File: src/rtl/dual_slope_seq_if.sv
// Signal bundle between the dual-slope sequencer and its surroundings
// (register/SPI side and analog front-end). The master drives the controls.
interface dual_slope_seq_if #(
  parameter int CW = 14
);
  logic          start_i;
  logic          abort_i;
  logic          comp_i;
  logic          sat_hi_i;
  logic          sat_lo_i;
  logic          ref_ok_i;
  logic [1:0]    afe_sel_o;
  logic          ref_sign_o;
  logic          afe_reset_o;
  logic          busy_o;
  logic          done_o;
  logic [CW-1:0] result_o;
  logic          polarity_o;
  logic          overrange_o;
  logic          err_o;

  modport master (
    output start_i, abort_i, comp_i, sat_hi_i, sat_lo_i, ref_ok_i,
    input  afe_sel_o, ref_sign_o, afe_reset_o, busy_o, done_o,
           result_o, polarity_o, overrange_o, err_o
  );

  modport slave (
    input  start_i, abort_i, comp_i, sat_hi_i, sat_lo_i, ref_ok_i,
    output afe_sel_o, ref_sign_o, afe_reset_o, busy_o, done_o,
           result_o, polarity_o, overrange_o, err_o
  );
endinterface

File: src/rtl/dual_slope_seq.sv
// Dual-slope converter sequencer: reference wait, auto-zero, integrate,
// de-integrate with zero-crossing count, and integrator discharge.
module dual_slope_seq #(
  parameter int T_REF = 1024,
  parameter int T_AZ  = 256,
  parameter int T_INT = 4096,
  parameter int N_MAX = 8192,
  parameter int T_DIS = 64,
  parameter int CW    = 14
) (
  input logic              clk_i,
  input logic              rst_n_i,
  dual_slope_seq_if.slave  bus
);

  localparam int MAX_AB  = (T_REF > T_AZ) ? T_REF : T_AZ;
  localparam int MAX_CD  = (T_INT > T_DIS) ? T_INT : T_DIS;
  localparam int MAX_T   = (MAX_AB > MAX_CD) ? MAX_AB : MAX_CD;
  localparam int MAX_V   = (MAX_T > N_MAX) ? MAX_T : N_MAX;
  localparam int CNT_NAT = $clog2(MAX_V + 1);
  localparam int CNT_W   = (CNT_NAT > CW) ? CNT_NAT : CW;

  localparam logic [CNT_W-1:0] REF_LAST  = CNT_W'(T_REF - 1);
  localparam logic [CNT_W-1:0] AZ_LAST   = CNT_W'(T_AZ - 1);
  localparam logic [CNT_W-1:0] INT_LAST  = CNT_W'(T_INT - 1);
  localparam logic [CNT_W-1:0] DIS_LAST  = CNT_W'(T_DIS - 1);
  localparam logic [CNT_W-1:0] DEINT_LIM = CNT_W'(N_MAX);
  localparam logic [CW-1:0]    RES_MAX   = CW'(N_MAX);

  typedef enum logic [2:0] {
    S_IDLE,
    S_WAIT_REF,
    S_AUTOZERO,
    S_INTEGRATE,
    S_DEINT,
    S_DISCHARGE,
    S_DONE
  } state_t;

  state_t           state, next_state;
  logic [CNT_W-1:0] cnt;
  logic [3:0]       sync1, sync2;
  logic             comp_s, sat_s, ref_s;

  logic             sign_q, sign_d;
  logic [CW-1:0]    res_q, res_d;
  logic             ovr_q, ovr_d;
  logic             err_q, err_d;

  logic [1:0]       sel_d;
  logic             ref_sign_d, afe_reset_d;

  logic [1:0]       sel_q;
  logic             ref_sign_q, afe_reset_q, busy_q, done_q;
  logic [CW-1:0]    result_q;
  logic             polarity_q, overrange_q, err_out_q;

  // Bit order: comp, sat_hi, sat_lo, ref_ok
  always_ff @(posedge clk_i or negedge rst_n_i) begin
    if (!rst_n_i) begin
      sync1 <= '0;
      sync2 <= '0;
    end else begin
      sync1 <= {bus.comp_i, bus.sat_hi_i, bus.sat_lo_i, bus.ref_ok_i};
      sync2 <= sync1;
    end
  end

  assign comp_s = sync2[3];
  assign sat_s  = sync2[2] | sync2[1];
  assign ref_s  = sync2[0];

  always_comb begin
    next_state = state;
    sign_d     = sign_q;
    res_d      = res_q;
    ovr_d      = ovr_q;
    err_d      = err_q;

    case (state)
      S_IDLE: begin
        if (bus.start_i && !bus.abort_i) begin
          next_state = S_WAIT_REF;
          sign_d     = 1'b0;
          res_d      = '0;
          ovr_d      = 1'b0;
          err_d      = 1'b0;
        end
      end
      S_WAIT_REF: begin
        if (ref_s) begin
          next_state = S_AUTOZERO;
        end else if (cnt == REF_LAST) begin
          err_d      = 1'b1;
          next_state = S_DISCHARGE;
        end
      end
      S_AUTOZERO: begin
        if (cnt == AZ_LAST) next_state = S_INTEGRATE;
      end
      S_INTEGRATE: begin
        if (sat_s) begin
          ovr_d      = 1'b1;
          res_d      = RES_MAX;
          next_state = S_DISCHARGE;
        end else if (cnt == INT_LAST) begin
          sign_d     = comp_s;
          next_state = S_DEINT;
        end
      end
      S_DEINT: begin
        if (sat_s) begin
          ovr_d      = 1'b1;
          res_d      = RES_MAX;
          next_state = S_DISCHARGE;
        end else if (comp_s != sign_q) begin
          res_d      = cnt[CW-1:0];
          next_state = S_DISCHARGE;
        end else if (cnt == DEINT_LIM) begin
          ovr_d      = 1'b1;
          res_d      = RES_MAX;
          next_state = S_DISCHARGE;
        end
      end
      S_DISCHARGE: begin
        if (cnt == DIS_LAST) next_state = S_DONE;
      end
      S_DONE: begin
        next_state = S_IDLE;
      end
      default: begin
        next_state = S_IDLE;
      end
    endcase

    // Abort outranks everything, but never cuts a discharge short
    if (bus.abort_i && (state == S_WAIT_REF || state == S_AUTOZERO ||
                        state == S_INTEGRATE || state == S_DEINT)) begin
      next_state = S_DISCHARGE;
      err_d      = 1'b1;
      res_d      = '0;
      ovr_d      = ovr_q;
      sign_d     = sign_q;
    end

    sel_d       = 2'b00;
    ref_sign_d  = 1'b0;
    afe_reset_d = 1'b1;
    case (next_state)
      S_AUTOZERO: begin
        afe_reset_d = 1'b0;
      end
      S_INTEGRATE: begin
        sel_d       = 2'b01;
        afe_reset_d = 1'b0;
      end
      S_DEINT: begin
        sel_d       = sign_d ? 2'b11 : 2'b10;
        ref_sign_d  = sign_d;
        afe_reset_d = 1'b0;
      end
      default: begin
        sel_d = 2'b00;
      end
    endcase
  end

  always_ff @(posedge clk_i or negedge rst_n_i) begin
    if (!rst_n_i) begin
      state  <= S_IDLE;
      cnt    <= '0;
      sign_q <= 1'b0;
      res_q  <= '0;
      ovr_q  <= 1'b0;
      err_q  <= 1'b0;
    end else begin
      state  <= next_state;
      cnt    <= (next_state != state || state == S_IDLE) ? '0 : cnt + CNT_W'(1);
      sign_q <= sign_d;
      res_q  <= res_d;
      ovr_q  <= ovr_d;
      err_q  <= err_d;
    end
  end

  // Outputs are registered from the next-state decode so they track the state register
  always_ff @(posedge clk_i or negedge rst_n_i) begin
    if (!rst_n_i) begin
      sel_q       <= 2'b00;
      ref_sign_q  <= 1'b0;
      afe_reset_q <= 1'b1;
      busy_q      <= 1'b0;
      done_q      <= 1'b0;
      result_q    <= '0;
      polarity_q  <= 1'b0;
      overrange_q <= 1'b0;
      err_out_q   <= 1'b0;
    end else begin
      sel_q       <= sel_d;
      ref_sign_q  <= ref_sign_d;
      afe_reset_q <= afe_reset_d;
      busy_q      <= (next_state != S_IDLE);
      done_q      <= (next_state == S_DONE);
      if (next_state == S_DONE) begin
        result_q    <= res_q;
        polarity_q  <= sign_q;
        overrange_q <= ovr_q;
        err_out_q   <= err_q;
      end
    end
  end

  assign bus.afe_sel_o   = sel_q;
  assign bus.ref_sign_o  = ref_sign_q;
  assign bus.afe_reset_o = afe_reset_q;
  assign bus.busy_o      = busy_q;
  assign bus.done_o      = done_q;
  assign bus.result_o    = result_q;
  assign bus.polarity_o  = polarity_q;
  assign bus.overrange_o = overrange_q;
  assign bus.err_o       = err_out_q;

endmodule
File: src/flat_wrapper.sv
// flat-port wrapper written by rule: the top's interface ports become plain ports
module dual_slope_seq_flat 
#(
  parameter int T_REF = 1024,
  parameter int T_AZ  = 256,
  parameter int T_INT = 4096,
  parameter int N_MAX = 8192,
  parameter int T_DIS = 64,
  parameter int CW    = 14
)
  (clk_i, rst_n_i, bus_start_i, bus_abort_i, bus_comp_i, bus_sat_hi_i, bus_sat_lo_i, bus_ref_ok_i, bus_afe_sel_o, bus_ref_sign_o, bus_afe_reset_o, bus_busy_o, bus_done_o, bus_result_o, bus_polarity_o, bus_overrange_o, bus_err_o);
  dual_slope_seq_if #(.CW(CW)) bus_i ();
  input logic clk_i;
  input logic rst_n_i;
  input wire logic [$bits(bus_i.start_i)-1:0] bus_start_i;
  input wire logic [$bits(bus_i.abort_i)-1:0] bus_abort_i;
  input wire logic [$bits(bus_i.comp_i)-1:0] bus_comp_i;
  input wire logic [$bits(bus_i.sat_hi_i)-1:0] bus_sat_hi_i;
  input wire logic [$bits(bus_i.sat_lo_i)-1:0] bus_sat_lo_i;
  input wire logic [$bits(bus_i.ref_ok_i)-1:0] bus_ref_ok_i;
  output wire logic [$bits(bus_i.afe_sel_o)-1:0] bus_afe_sel_o;
  output wire logic [$bits(bus_i.ref_sign_o)-1:0] bus_ref_sign_o;
  output wire logic [$bits(bus_i.afe_reset_o)-1:0] bus_afe_reset_o;
  output wire logic [$bits(bus_i.busy_o)-1:0] bus_busy_o;
  output wire logic [$bits(bus_i.done_o)-1:0] bus_done_o;
  output wire logic [$bits(bus_i.result_o)-1:0] bus_result_o;
  output wire logic [$bits(bus_i.polarity_o)-1:0] bus_polarity_o;
  output wire logic [$bits(bus_i.overrange_o)-1:0] bus_overrange_o;
  output wire logic [$bits(bus_i.err_o)-1:0] bus_err_o;
  assign bus_i.start_i = bus_start_i;
  assign bus_i.abort_i = bus_abort_i;
  assign bus_i.comp_i = bus_comp_i;
  assign bus_i.sat_hi_i = bus_sat_hi_i;
  assign bus_i.sat_lo_i = bus_sat_lo_i;
  assign bus_i.ref_ok_i = bus_ref_ok_i;
  assign bus_afe_sel_o = bus_i.afe_sel_o;
  assign bus_ref_sign_o = bus_i.ref_sign_o;
  assign bus_afe_reset_o = bus_i.afe_reset_o;
  assign bus_busy_o = bus_i.busy_o;
  assign bus_done_o = bus_i.done_o;
  assign bus_result_o = bus_i.result_o;
  assign bus_polarity_o = bus_i.polarity_o;
  assign bus_overrange_o = bus_i.overrange_o;
  assign bus_err_o = bus_i.err_o;
  dual_slope_seq #(.T_REF(T_REF), .T_AZ(T_AZ), .T_INT(T_INT), .N_MAX(N_MAX), .T_DIS(T_DIS), .CW(CW)) u_core (.clk_i(clk_i), .rst_n_i(rst_n_i), .bus(bus_i));
endmodule
File: config.mk
export PLATFORM = sky130hd
export DESIGN_NAME = dual_slope_seq_flat
export DESIGN_NICKNAME = d
export VERILOG_FILES = /design/src/rtl/dual_slope_seq_if.sv /design/src/rtl/dual_slope_seq.sv /design/src/flat_wrapper.sv
export SDC_FILE = /design/constraint.sdc
export NUM_CORES = 1
export LEC_CHECK = 0
export CORE_ASPECT_RATIO = 2
export CORE_MARGIN = 5
export CORE_UTILIZATION = 42
export CTS_CLUSTER_SIZE = 12
export DETAILED_ROUTE_END_ITERATION = 8
export PLACE_DENSITY = 0.71
export SLEW_MARGIN = 20
export SYNTH_ARGS = -nofsm -noshare
export SYNTH_HDL_FRONTEND = slang
export SYNTH_SLANG_ARGS = --single-unit
File: constraint.sdc
create_clock -name clk_i -period 6.4 [get_ports clk_i]
set_clock_uncertainty 0.15 [all_clocks]
set_input_delay 0.64 -clock clk_i [delete_from_list [all_inputs] [get_ports clk_i]]
set_output_delay 0.64 -clock clk_i [all_outputs]
set_load 0.02 [all_outputs]
==> results of run 1 <==
==> cells in the mapped netlist (3+ instances only) <==
cell / count / area share
nor2_1: 14 / 0.017
o21ai_0: 6 / 0.010
clkbuf_1: 8 / 0.010
nand2b_1: 3 / 0.0062
and4_1: 4 / 0.012
mux2_2: 18 / 0.067
a22o_1: 13 / 0.038
buf_2: 6 / 0.010
nand3_1: 6 / 0.010
xor2_1: 8 / 0.023
a211oi_2: 10 / 0.042
a31oi_1: 3 / 0.0062
nand2_1: 12 / 0.015
a211oi_1: 6 / 0.015
dfrtp_1: 64 / 0.53
inv_1: 9 / 0.011
nor3_1: 3 / 0.0050
xnor2_1: 5 / 0.015
nand3b_1: 5 / 0.012
a21oi_1: 11 / 0.018
nand4_1: 6 / 0.012
==> per-layer routing <==
metal  track usage  wire [um]  vias to the layer above
met4       0.08578        211                        0
met1        0.1609       2456                     1038
met5             0          0                        -
met3       0.03261        228                       18
met2        0.2599       3321                       53
li1              -          -                      999
==> cell families after synthesis <==
logic type,share of synthesized area
AOI/OAI and AO/OA,0.1574
DFF,0.5416
xor gates and xnor gates,0.03789
adders and majority gates,0.008325
and+or+nand+nor,0.1461
muxes,0.06744
buffers and inverters,0.04121
==> how the worst max path moves through the flow <==
stage | endpoint | slack (ns) | cells past startpoint
after detailed placement | u_core.cnt[13] | 3.10 | 7
after floorplan | u_core.cnt[10] | 4.08 | 7
after global routing | u_core.cnt[13] | 3.30 | 7
after CTS | u_core.cnt[13] | 3.45 | 7
final | u_core.cnt[13] | 3.43 | 7
after global placement | u_core.cnt[2] | 3.16 | 7
==> flip-flops by register name, indices dropped and copies added (netlist names) <==
register	count
u_core.sign_q	1
u_core.bus.done_o	1
u_core.err_q	1
u_core.cnt	14
u_core.bus.afe_reset_o	1
u_core.bus.err_o	1
u_core.bus.ref_sign_o	1
u_core.bus.polarity_o	1
u_core.res_q	14
u_core.bus.overrange_o	1
u_core.ovr_q	1
u_core.bus.busy_o	1
u_core.bus.result_o	14
u_core.sync1	4
u_core.state	3
u_core.sync2	4
u_core.bus.afe_sel_o	2
==> final cells by class <==
cell class	instances	area, um^2	share of cell area
Clock buffer	14	274.0	0.07452
Clock inverter	2	35.03	0.009527
Inverter	9	33.78	0.009187
Multi-Input combinational cell	165	1254	0.3409
Sequential cell	65	1628	0.4427
Tap cell	90	112.6	0.03062
Timing Repair Buffer	36	340.3	0.09255
==> layout by cell type (no fill, tap or decap), types with 2 or more instances in the layout <==
cell type        synthesis  routed
mux2_2                  18      18
dfrtp_1                 64      64
clkdlybuf4s50_1          0      29
nor2_1                  14      14
nor2b_1                  2       2
nor4_2                   2       2
inv_1                    9       9
a211oi_1                 6       6
a21o_1                   2       2
o21a_1                   2       2
nand3b_1                 5       5
xnor2_1                  5       5
clkbuf_8                 0       3
nor4b_1                  2       2
clkbuf_16                0       9
ha_1                     2       2
a211oi_2                10      10
nor3_1                   3       3
and4_1                   4       4
nand2b_1                 3       3
buf_4                    2       6
a21oi_1                 11      11
clkbuf_1                 8       2
o22ai_1                  2       2
or3_1                    2       2
nand3_1                  6       6
nor4_1                   2       2
o21ai_0                  6       5
a22o_1                  13      13
xor2_1                   8       8
nand2_1                 12      12
nand4_1                  6       6
a31oi_1                  3       3
==> critical path, stage by stage <==
cell and delay (ns):
clkdlybuf4s50_1 0.60, or3b_2 0.55, a211oi_1 0.29, a21oi_2 0.08
nand4b_4 0.10, or3_1 0.54, a211oi_1 0.17
==> power breakdown <==
| group | internal, W | switching [W] |
|---|---|---|
| Sequential | 0.000447 | 0.0000500 |
| Combinational | 0.000118 | 0.000191 |
| Clock | 0.000332 | 0.000160 |
==> through the flow <==
step           utilization  instance area [um^2]  setup slack [ns]  hold WS [ns]  cells
2_1_floorplan            -                  3005             4.081        0.1812    257
3_3_place_gp        0.4853                  3368             3.162        0.1881    365
3_5_place_dp        0.4853                  3368             3.098        0.1858    365
4_1_cts             0.5298                  3677             3.446        0.1974    381
5_1_grt             0.5298                  3677             3.297        0.2021    381
6_report            0.5298                  3677             3.435        0.2022    381
==> out/qor.yml, run 1 <==
rsz0062_at_grt: "no"
viasPerCell: 5.533
fin_crit_sh: 0.4633
die_y_um: 129.6
rows: 43
dp_hpwl_um: 4367
hold_end: "u_core.sync2[0]"
tns_ns: 0
maxClockFrequency_mhz: 337.3
drtIter0Drc: 136
endpoint_kind: "flop"
cts_made_buffers: 9
r2r_end: "u_core.cnt[13]"
synth_nets: 267
io_buffers: 30
async_reset_ff_frac: 1.000
cts_root_buf: "clkbuf_16"
critPathLaunch: "bus_abort_i"
clk_latency_ns: 0.32
cts_setup_buffers: 0
synth_seq_cells: 65
nets: 296
yosys_warnings: 0
grt_pass1_vias: 2147
p_leak_nw: 1.589
power_density_nw_per_um2: 353.1
synth_edf_count: 0
coreArea_um2: 6940
setup_violations: 0
r2r_cells: 7
cts_hold_buffers: 0
drcViolationCount: 0
cts_tree: "yes"
cts_sinks: 65
tightest_slew_ns: 0.8027
drive_above_1_share: 0.1959
dieWidth_um: 69.82
drtPass1Iterations: 4
power.total_w: 0.001298
drt-total-wl_um: 6217
cap_violations: 0
hold_start: "u_core.sync1[0]"
reg2reg_slack_ns: 3.62
grt_max_degree: 66
relSlewSlack: 0.4649
antenna_cells: 0
start_util: 0.4330
rr_startpoint: "u_core.cnt[0]"
cts.reportedPaths.clkPinSlew_ns: 0.05
ioPinCount: 31
clockBufferDepth: 2
vdd_drop_max_mv: 0.2560
worstPathMaxFanout: 14
antenna_left: 0
hold_depth: 0
outcome: "finished clean"
grt_pass1_wl_um: 10490
synth-main-ff-cell: "dfrtp_1"
netlist_area_um2: 3005
period_needed_ns: 2.965
vias: 2108
netlist-cell-type-count: 48
crit_type: "in -> reg"
slew_viol_final: 0
h-tree-depth: 3
hold_path_class: "reg -> reg"
cts-resized-gates: 0
grt_overflow: 0
synthCells: 257
place_congestion: 0.8703
fill_cells: 613
cp.required_ns: 6.42
die_area_um2: 9050
syn_area_per_cell_um2: 11.69
antenna_found_initial: 0
track_usage: 0.1473
report.final.hold_viol_count: 0
worstSetupStartpointType: "primary input"
ys_seq_area_frac: 0.5416
arrival_ns: 2.99
area_growth_pct: 22.36
routedWlPerCell_um: 16.32
Note: power is estimated with default switching activity, not from simulation.
==> run 2: changes to the inputs <==
clock period = 2.9 ns   (was 6.4 ns; I/O delays follow)
==> run 2 against run 1 <==
Against the previous run: setup slack worse by 3.1 ns; via count up 1.2%; combinational power up 130%; global-route usage up 0.50 points; sequential power up 120%; die area unchanged.
==> out/qor.yml, run 2 (synthesis results as in run 1) <==
cts_hold_buffers: 1
grt_pass1_vias: 2179
clockBufferDepth: 2
antenna_found_initial: 0
finalNonFillerCells: 386
die_y_um: 129.6
dieWidth_um: 69.82
final_cell_mix: "64 x dfrtp_1, 29 x clkdlybuf4s50_1, 18 x mux2_2, 14 x nor2_1, 13 x a22o_1"
io_buffers: 30
nets: 301
tns_ns: 0
area_growth_pct: 24.11
worstSetupStartpointType: "flop"
viasPerCell: 5.528
cts-resized-gates: 0
period_needed_ns: 2.555
postPlaceCellArea_um2: 3411
layout.cells.most_common: "dfrtp_1"
max_stage_delay_ns: 0.44
antenna_cells: 0
dp.cells: 369
start_util: 0.4330
maxClockFrequency_mhz: 391.4
cap_violations: 0
wl_met1_um: 2344
post-route-util: 0.5374
cts_sinks: 65
rsz0062_at_grt: "no"
routedWlPerCell_um: 16.17
antenna_left: 0
p_leak_nw: 1.617
cp.required_ns: 2.98
cts_made_buffers: 9
dp_hpwl_um: 4446
slew_viol_final: 0
wl_met3_um: 282
outcome: "finished clean"
cp_cell_sequence: "ha_1 -> and3_1 -> and4_1 -> a21oi_1 -> nand4b_4 -> or3_1 -> buf_4 -> a211oi_1"
routed-wl-met2_um: 3311
cts.reportedPaths.clkPinSlew_ns: 0.05
grt_max_degree: 66
drt-total-wl_um: 6241
vias: 2134
die_area_um2: 9050
drtIter0Drc: 163
setup_violations: 0
cts_tree: "yes"
vdd_drop_max_mv: 0.4996
tightest_slew_ns: 0.5377
h-tree-depth: 3
rows: 43
fin_area_um2: 3730
coreArea_um2: 6940
report.final.hold_viol_count: 0
arrival_ns: 2.64
ioPinCount: 31
place_congestion: 0.8505
fin_crit_sh: 0.8811
cts_setup_buffers: 0
track_usage: 0.1523
power_density_nw_per_um2: 773.9
relSlewSlack: 0.6415
clk_latency_ns: 0.33
worstPathMaxFanout: 14
slowest_stage: "dfrtp_1"
drive_above_1_share: 0.2061
crit_type: "reg -> reg"
hold_path_class: "reg -> reg"
top_layer: "met4"
cts_root_buf: "clkbuf_16"
power.total_w: 0.002887
grt_pass1_wl_um: 10570
grt_overflow: 0
drcViolationCount: 0
endpoint_kind: "flop"
drtPass1Iterations: 4
## run 2: cell types whose count changed in the layout (fill, tap and decap cells not counted), sizes merged
cell	previous run	this run
dlygate4sd3	0	1
buf	7	11
## run 2: path summary, 6_finish.rpt
check / start / end / slack [ns] / cells after the start
min: u_core.sync1[2] / u_core.sync2[2] / 0.19 / 0
max reg2reg: u_core.cnt[0] / u_core.cnt[2] / 0.34 / 8
min in group asynchronous: rst_n_i / u_core.bus.result_o[10] / 0.36 / 3
max in group asynchronous: rst_n_i / u_core.bus.afe_reset_o / 1.93 / 3
max: u_core.cnt[0] / u_core.cnt[2] / 0.34 / 8
min reg2reg: u_core.sync1[2] / u_core.sync2[2] / 0.19 / 0
## run 2: cell type report
class | count | area (um^2)
Multi-Input combinational cell | 165 | 1254
Sequential cell | 65 | 1628
Inverter | 9 | 33.78
Clock inverter | 2 | 35.03
Clock buffer | 14 | 274.0
Tap cell | 90 | 112.6
Fill cell | 579 | 3211
Timing Repair Buffer | 41 | 392.9
## run 2: critical path, delay by kind of cell (launching register included)
family,cells,cell delay (ns)
AO/OA/AOI/OAI,2,0.37
adder cells (fa/ha/maj),1,0.28
buffers and inverters,1,0.21
flip-flops,1,0.44
AND/OR/NAND/NOR,4,1.00
## run 2: stage by stage
step | hold slack, ns | worst slack (ns)
after floorplan | -0.1556 | 0.5950
after CTS | 0.1971 | 0.3469
final | 0.1940 | 0.3448
after detailed placement | 0.1808 | 0.3733
after global placement | 0.1742 | 0.3985
after global routing | 0.2122 | 0.1392
## run 2: power breakdown
group / switching [W] / internal, W / leakage, nW
registers: 0.000102 / 0.000987 / 0.861
clock network: 0.000356 / 0.000733 / 0.153
logic: 0.000433 / 0.000275 / 0.603
total: 0.000891 / 0.00200 / 1.62
## run 2: metal layers
metal / up-vias / global-route usage
li1: 1006 / -
met1: 1042 / 0.1537
met2: 62 / 0.2616
met3: 24 / 0.04193
met4: 0 / 0.1196
met5: - / 0
